### src/rtl/ram_bist_ctrl.sv
// March C- style BIST controller (M0 W0 up; M1 R0,W1 up; M2 R1,W0 down; M3 R0 up).
// Define BIST_STOP_ON_FAIL_EN to end the run in the cycle after the first mismatch.
module ram_bist_ctrl #(
  parameter int DATA_WIDTH = 8,
  parameter int ADDR_WIDTH = 4
) (
  input  logic                  clk,
  input  logic                  rst_n,
  input  logic                  start,
  output logic                  we,
  output logic [ADDR_WIDTH-1:0] addr,
  output logic [DATA_WIDTH-1:0] din,
  input  logic [DATA_WIDTH-1:0] dout,
  output logic                  busy,
  output logic                  done,
  output logic                  pass,
  output logic                  err,
  output logic [ADDR_WIDTH-1:0] fail_addr,
  output logic [7:0]            fail_cnt
);

  typedef enum logic [2:0] {IDLE, M0, M1, M2, M3, FLUSH, DONE} state_e;

  localparam logic [ADDR_WIDTH-1:0] ADDR_MAX = '1;
  localparam logic [ADDR_WIDTH-1:0] ADDR_MIN = '0;
  localparam logic [DATA_WIDTH-1:0] ONES     = '1;
  localparam logic [DATA_WIDTH-1:0] ZEROS    = '0;

  state_e                  state_q, state_d;
  logic [ADDR_WIDTH-1:0]   addr_q, addr_d;
  logic [DATA_WIDTH-1:0]   din_q, din_d;
  logic                    phase_q, phase_d;       // 0 = read slot, 1 = write slot in M1/M2
  logic                    cmp_pend_q, cmp_pend_d;
  logic [DATA_WIDTH-1:0]   exp_q, exp_d;
  logic [ADDR_WIDTH-1:0]   cmp_addr_q, cmp_addr_d;
  logic                    err_q, err_d;
  logic                    pass_q, pass_d;
  logic [ADDR_WIDTH-1:0]   fail_addr_q, fail_addr_d;
  logic [7:0]              fail_cnt_q, fail_cnt_d;
  logic                    we_c;
  logic                    read_issue;
  logic [DATA_WIDTH-1:0]   rd_exp;
  logic                    mismatch;

  // NOTE: every variable gets a default at the top of always_comb so no path leaves it unassigned (no latch).
  always_comb begin
    state_d     = state_q;
    addr_d      = addr_q;
    din_d       = din_q;
    phase_d     = phase_q;
    cmp_pend_d  = 1'b0;
    exp_d       = exp_q;
    cmp_addr_d  = cmp_addr_q;
    err_d       = 1'b0;
    pass_d      = pass_q;
    fail_addr_d = fail_addr_q;
    fail_cnt_d  = fail_cnt_q;
    we_c        = 1'b0;
    read_issue  = 1'b0;
    rd_exp      = ZEROS;

    // Data read in the previous cycle is checked against the registered expectation.
    mismatch = cmp_pend_q && (dout != exp_q);
    if (mismatch) begin
      err_d = 1'b1;
      if (fail_cnt_q != 8'hFF) fail_cnt_d = fail_cnt_q + 8'd1;
      if (fail_cnt_q == 8'd0)  fail_addr_d = cmp_addr_q;
    end

    case (state_q)
      IDLE, DONE: begin
        if (start) begin
          state_d     = M0;
          addr_d      = ADDR_MIN;
          din_d       = ZEROS;
          phase_d     = 1'b0;
          pass_d      = 1'b0;
          fail_cnt_d  = 8'd0;
          fail_addr_d = '0;
        end
      end
      M0: begin
        we_c = 1'b1;
        if (addr_q == ADDR_MAX) begin
          state_d = M1;
          addr_d  = ADDR_MIN;
          din_d   = ONES;
        end else begin
          addr_d = addr_q + ADDR_WIDTH'(1);
        end
      end
      M1: begin
        if (!phase_q) begin
          read_issue = 1'b1;
          rd_exp     = ZEROS;
          phase_d    = 1'b1;
        end else begin
          we_c    = 1'b1;
          phase_d = 1'b0;
          if (addr_q == ADDR_MAX) begin
            state_d = M2;
            addr_d  = ADDR_MAX;
            din_d   = ZEROS;
          end else begin
            addr_d = addr_q + ADDR_WIDTH'(1);
          end
        end
      end
      M2: begin
        if (!phase_q) begin
          read_issue = 1'b1;
          rd_exp     = ONES;
          phase_d    = 1'b1;
        end else begin
          we_c    = 1'b1;
          phase_d = 1'b0;
          if (addr_q == ADDR_MIN) begin
            state_d = M3;
            addr_d  = ADDR_MIN;
          end else begin
            addr_d = addr_q - ADDR_WIDTH'(1);
          end
        end
      end
      M3: begin
        read_issue = 1'b1;
        rd_exp     = ZEROS;
        if (addr_q == ADDR_MAX) state_d = FLUSH;
        else                    addr_d  = addr_q + ADDR_WIDTH'(1);
      end
      FLUSH:   state_d = DONE;
      default: state_d = IDLE;
    endcase

    if (read_issue) begin
      cmp_pend_d = 1'b1;
      exp_d      = rd_exp;
      cmp_addr_d = addr_q;
    end

`ifdef BIST_STOP_ON_FAIL_EN
    if (mismatch) begin
      state_d    = DONE;
      addr_d     = addr_q;
      din_d      = din_q;
      phase_d    = 1'b0;
      cmp_pend_d = 1'b0;
    end
`endif

    if (state_d == DONE && state_q != DONE) pass_d = (fail_cnt_d == 8'd0);
  end

  // NOTE: sequential state uses non-blocking assignments only; blocking here would race other flops.
  // NOTE: every flop, including the compare datapath, is reset so an abandoned run leaves no stale compare.
  always_ff @(posedge clk or negedge rst_n) begin
    if (!rst_n) begin
      state_q     <= IDLE;
      addr_q      <= '0;
      din_q       <= '0;
      phase_q     <= 1'b0;
      cmp_pend_q  <= 1'b0;
      exp_q       <= '0;
      cmp_addr_q  <= '0;
      err_q       <= 1'b0;
      pass_q      <= 1'b0;
      fail_addr_q <= '0;
      fail_cnt_q  <= 8'd0;
    end else begin
      state_q     <= state_d;
      addr_q      <= addr_d;
      din_q       <= din_d;
      phase_q     <= phase_d;
      cmp_pend_q  <= cmp_pend_d;
      exp_q       <= exp_d;
      cmp_addr_q  <= cmp_addr_d;
      err_q       <= err_d;
      pass_q      <= pass_d;
      fail_addr_q <= fail_addr_d;
      fail_cnt_q  <= fail_cnt_d;
    end
  end

  assign we        = we_c;
  assign addr      = addr_q;
  assign din       = din_q;
  assign busy      = (state_q inside {M0, M1, M2, M3, FLUSH});
  assign done      = (state_q == DONE);
  assign pass      = pass_q;
  assign err       = err_q;
  assign fail_addr = fail_addr_q;
  assign fail_cnt  = fail_cnt_q;

endmodule

### config.mk
export PLATFORM = sky130hd
export DESIGN_NAME = ram_bist_ctrl
export DESIGN_NICKNAME = d
export VERILOG_FILES = /design/src/rtl/ram_bist_ctrl.sv
export SDC_FILE = /design/constraint.sdc
export NUM_CORES = 1
export LEC_CHECK = 0
export ABC_AREA = 0
export BUFFER_PORTS_ARGS = -buffer_cell sky130_fd_sc_hd__buf_2
export CORE_UTILIZATION = 54
export CTS_CLUSTER_SIZE = 14
export DETAILED_ROUTE_END_ITERATION = 8
export PLACE_DENSITY = 0.85
export SYNTH_ARGS = -nofsm -noshare
export SYNTH_HDL_FRONTEND = slang
export SYNTH_SLANG_ARGS = --single-unit
### constraint.sdc
create_clock -name clk -period 2.6 [get_ports clk]
set_clock_uncertainty 0.15 [all_clocks]
set_input_delay 0.26 -clock clk [delete_from_list [all_inputs] [get_ports clk]]
set_output_delay 0.26 -clock clk [all_outputs]
set_load 0.02 [all_outputs]
* After elaboration in Yosys (flattened, before gate mapping)
Index checks and enable logic that the tools add are counted.
** Operators by class
- Add/sub/neg operators :: 3
- Equality and inequality tests :: 17
- Muxes and demuxes :: 41
- Reductions and logical operators :: 18
** Operators by type and width (number)
- $mux W8 :: 10
- $mux W4 :: 11
- $pmux W8 S3 :: 1
- $mux W3 :: 7
- $pmux W4 S5 :: 1
- $pmux W3 S6 :: 1
- $logic_not A8 Y1 :: 2
- $eq A3 B3 Y1 const B :: 4
- $ne A2 B2 Y1 const B :: 6
- $reduce_and A5 Y1 :: 2
- $reduce_bool A5 Y1 :: 2
- $add A8 B1 Y8 const B :: 1
- $ne A8 B8 Y1 :: 1
- $ne A8 B8 Y1 const B :: 1
- $mux W1 :: 7
- $eq A3 B2 Y1 const B :: 2
- $pmux W1 S2 :: 3
- $reduce_bool A2 Y1 :: 3
- $add A4 B1 Y4 const B :: 1
- $eq A4 B4 Y1 const B :: 1
- $logic_not A4 Y1 :: 1
- $reduce_and A2 Y1 :: 2
- $reduce_or A2 Y1 :: 2
- $sub A4 B1 Y4 const B :: 1
- other kinds (5) :: 6
** Word-level totals
- Flip-flop bits (word level) :: 43
- Input bits :: 11
- Output and inout port bits :: 29
- Word-level logic and storage cells :: 90

* Logic depth before layout (Yosys ltp)
- Word-level depth :: 8
- Mapped depth :: 8
- Gate-level depth less buffers :: 8

* Least setup slack after synthesis
No wires, ideal clock.
- Path kind :: reg2reg
- From :: register addr_q[0] (netlist: addr[0])
- To :: register addr_q[0] (netlist: addr[0])
- Setup time :: 137 ps
- Arrival :: 1821 ps
- Required time :: 2313 ps
- Setup slack :: 492 ps
- Stages on the path, launching flop included :: 9
- Path buffers :: 0
- Clock period less this slack :: 2108 ps
- Cell sequence :: dfrtp_1 -> inv_1 -> ha_1 -> or3b_2 -> a2bb2oi_1 -> o21bai_1 -> a32o_1 -> nor2_1 -> a21oi_1
** On the way
- Longest elaborated chain between the ends :: 4
- Elaborated cells between the ends (all ways) :: 13
- Those cells by class :: 2 x add/sub; 2 x eq/ne; 7 x mux; 2 x reduce/logical
** Ends and longest elaborated chain
- from (decl) :: line 30 : logic [ADDR_WIDTH-1:0] addr_q, addr_d;
- from (signal assigned) :: line 171 : addr_q <= addr_d;
- $sub A4 B1 Y4, or another cell as far along :: line 121 : addr_d = addr_q - ADDR_WIDTH'(1);
- $mux W4, on equally long branches :: line 117, 100
- $mux W4, on equally long branches :: line 110, 93
- $pmux W4 S5 :: line 70 : case (state_q)
Several ways; a longest one is shown, not always the timed one. The select of a mux whose other input is x is not followed.
A chain may end at the register's enable or synchronous reset.

* Worst setup path after layout
- From :: register addr_q[1] (netlist: addr[1])
- To :: register addr_q[3] (netlist: addr[3])
Same word-level chain as after synthesis.

==> flow_metrics.py <==
metrics = {
    "cts": {
        "cts_sinks": 29,
        "clkLatencyLatePin_ns": 0.33,
        "cts_root_buf": "clkbuf_4",
        "cts_tree": "yes",
        "ctsHoldBuffers": 1,
        "postCtsSetupRepairBufs": 0,
        "clockBufferDepth": 2,
        "htree_levels": 2,
        "cts_made_buffers": 5,
        "cts_resized": 0,
        "clk_pin_slew_ns": 0.09,
    },
    "layout": {
        "final_cell_mix": "buf_2, dfrtp_1, nor2_1, nand2_1",
        "antennaDiodeCount": 0,
        "fin_area_um2": 2210,
        "final_common_cell": "buf_2",
        "drive_gt1_share_pct": 23.9,
        "instances_no_fill": 305,
        "syn2layout_area_growth_pct": 15.4,
        "finish.utilization_pct": 65.7,
        "fin_nets": 273,
    },
    "timing": {
        "rsz0062_at_grt": "false",
        "hold_viol": 0,
        "setup-violations-final": 0,
        "timing.final.ws_setup_ns": 0.317,
        "layout_min_cycle_time_ns": 2.28,
        "worst_pin_slew_ns": 0.663,
        "tns_ns": 0,
        "slew_violations": 0,
        "max_freq_mhz": 438,
        "maxSlewHeadroom_pct": 55.6,
        "fin_crit_sh_pct": 87.8,
    },
    "power": {
        "pwr-share-clk_pct": 16.1,
        "vdd_drop_max_mv": 0.594,
        "net-switching-power_w": 0.00111,
        "leakage_nw": 1.05,
        "p_comb_share_pct": 51.9,
        "power_density_nw_per_um2": 1090,
        "intPower_w": 0.00131,
        "pwr-share-seq_pct": 32.1,
        "sw_frac_of_total_pct": 45.9,
    },
    "drt": {
        "vias": 1827,
        "drtIter0Drc": 141,
        "drt_first_pass_iters": 4,
        "ant_nets": 0,
        "wl_um": 4430,
        "vias_per_cell": 5.99,
        "drcViolationCount": 0,
        "wl_per_cell_um": 14.5,
    },
    "synth": {
        "avgSynthCellArea_um2": 8.55,
        "synth_async_sr_flop_share_pct": 100,
        "yosys_warnings": 0,
        "synth_area_leaders": "dfrtp_1, nor2_1, nand2_1, a21oi_1, mux2i_1",
        "synth_area_um2": 1910,
        "syn-num-nets": 239,
        "synth_cells": 224,
        "synth_top_cell_area_share_pct": 37.9,
        "ys_seq_elements": 29,
        "yosysTopAreaCell": "dfrtp_1",
        "ys_seq_area_share_pct": 37.9,
        "yosys_most_used_dff": "dfrtp_1",
        "synth_edf_count": 0,
        "synth_cell_types": 53,
    },
    "grt": {
        "track_usage_pct": 25.7,
        "busiest_layer": "met2",
        "grtUsageMet2_pct": 38.6,
        "grt_pass1_vias": 1544,
        "grtUsageMet1_pct": 36.0,
        "grt_pass1_wl_um": 7020,
        "grt_util_met3_pct": 5.88,
        "gr-total-overflow": 0,
        "antenna_found_initial": 0,
        "grt_max_degree": 30,
    },
    "floorplanning": {
        "die_area_um2": 3790,
        "boundaryPins": 40,
        "initial_core_util_pct": 56.9,
        "core_um2": 3360,
        "chipWidth_um": 61.5,
        "std_cell_rows": 21,
        "die_h_um": 61.5,
    },
    "setup_path": {
        "required_ns": 2.67,
        "path_class": "flip-flop to flip-flop",
        "cp_data_arrival_time_ns": 2.36,
        "critPathLaunchType": "flip-flop",
        "end_kind": "flip-flop",
        "critPathMaxStageDelay_ns": 0.45,
        "worstPathMaxFanout": 12,
        "crit_chain": "ha_1 -> and3_1 -> a21oi_1 -> o21ai_1 -> o31ai_1 -> o41ai_1",
        "critPathSlowestCell": "and3_1",
    },
    "outcome": {
        "outcome": "complete, no violations",
    },
    "placed_design": {
        "dpl.hpwl_um": 3100,
        "place.gp.congestion": 0.892,
        "io_buffer_count": 39,
        "dp_cells": 296,
        "place_area_um2": 2110,
        "place_ws_ns": 0.168,
    },
    "hold_path": {
        "hold_class": "input pin to flip-flop",
    },
    "run": {
        "maxCapViolCount": 0,
    },
}
==> flip-flops by register name (all words and copies together), names as in the netlist <==
| signal | flops |
|---|---|
| exp_q | 1 |
| addr | 4 |
| pass | 1 |
| cmp_pend_q | 1 |
| err | 1 |
| fail_addr | 4 |
| phase_q | 1 |
| state_q | 3 |
| fail_cnt | 8 |
| din | 1 |
| cmp_addr_q | 4 |
==> worst max-delay path: cells and delay by family (launching register included) <==
kind | cells | cell delay [ns]
fa+ha+maj | 1 | 0.30
compound gates | 4 | 0.84
simple gates | 1 | 0.45
flops | 1 | 0.44
==> final cells by class <==
type                    count  area (um2)
fillers                   290        1150
multi-input cells         165        1050
flip-flops and latches     29         726
repair buffers             46         250
well taps                  46        57.6
clock buffers               7        55.1
inverters                  11        41.3
clock inverters             1        30.0
==> stage by stage <==
step,hold slack (ns),total power [W]
floorplan,-0.186,0.00166
global placement,0.167,0.00198
detailed placement,0.183,0.00201
CTS,0.171,0.00241
global route,0.212,0.00261
finish,0.185,0.00242
==> power groups by stage <==
stage	sequential, W	clock, W	combinational, W
2_1_floorplan	0.000801	0	0.000858
3_3_place_gp	0.000777	0	0.00121
3_5_place_dp	0.000780	0	0.00123
4_1_cts	0.000772	0.000400	0.00124
5_1_grt	0.000799	0.000421	0.00139
6_report	0.000774	0.000388	0.00125
==> cells by family (layout without fill, tap and decap cells) <==
kind of cell	count (synthesis)	count (layout)	synth area share (%)
simple gates	93	93	25.8
flops	29	29	37.9
buf+inv	30	65	7.32
mux	9	9	4.84
fa+ha+maj	4	4	2.61
compound gates	56	56	19.8
xor+xnor	3	3	1.77
==> final timing paths <==
| check | startpoint | slack (ns) | endpoint | cells past startpoint |
|---|---|---|---|---|
| setup / recovery | addr[1] | 0.32 | addr[3] | 6 |
| hold / removal | start | 0.19 | state_q[2] | 4 |
| setup reg to reg | addr[1] | 0.32 | addr[3] | 6 |
| hold reg to reg | cmp_addr_q[0] | 0.35 | cmp_addr_q[0] | 2 |
| max in group asynchronous | rst_n | 1.55 | fail_cnt[3] | 2 |
| min in group asynchronous | rst_n | 0.33 | state_q[0] | 2 |
==> metal layers <==
metal / part of all wire (%) / vias to the layer above
met5: 0 / -
met4: 1.9 / 0
met3: 5.3 / 8
met2: 46 / 69
met1: 46 / 860
li1: - / 890
==> synthesized netlist by cell type, types with 2 or more instances <==
cell / count
nand2_1: 20
nand4_1: 4
and4_1: 3
a2111oi_0: 2
nor4_1: 3
buf_4: 7
and3_1: 4
ha_1: 4
inv_1: 11
nor3_1: 6
o21ai_0: 14
nor2_1: 27
a32o_1: 2
mux2_2: 2
nor3b_1: 3
o2111ai_1: 2
clkbuf_1: 8
a31oi_1: 2
o31ai_1: 4
nand3_1: 7
a211oi_1: 3
a21oi_1: 14
xnor2_1: 2
dfrtp_1: 29
nand2b_1: 5
buf_1: 3
mux2i_1: 7
Note: power is estimated with default switching activity, not from simulation.
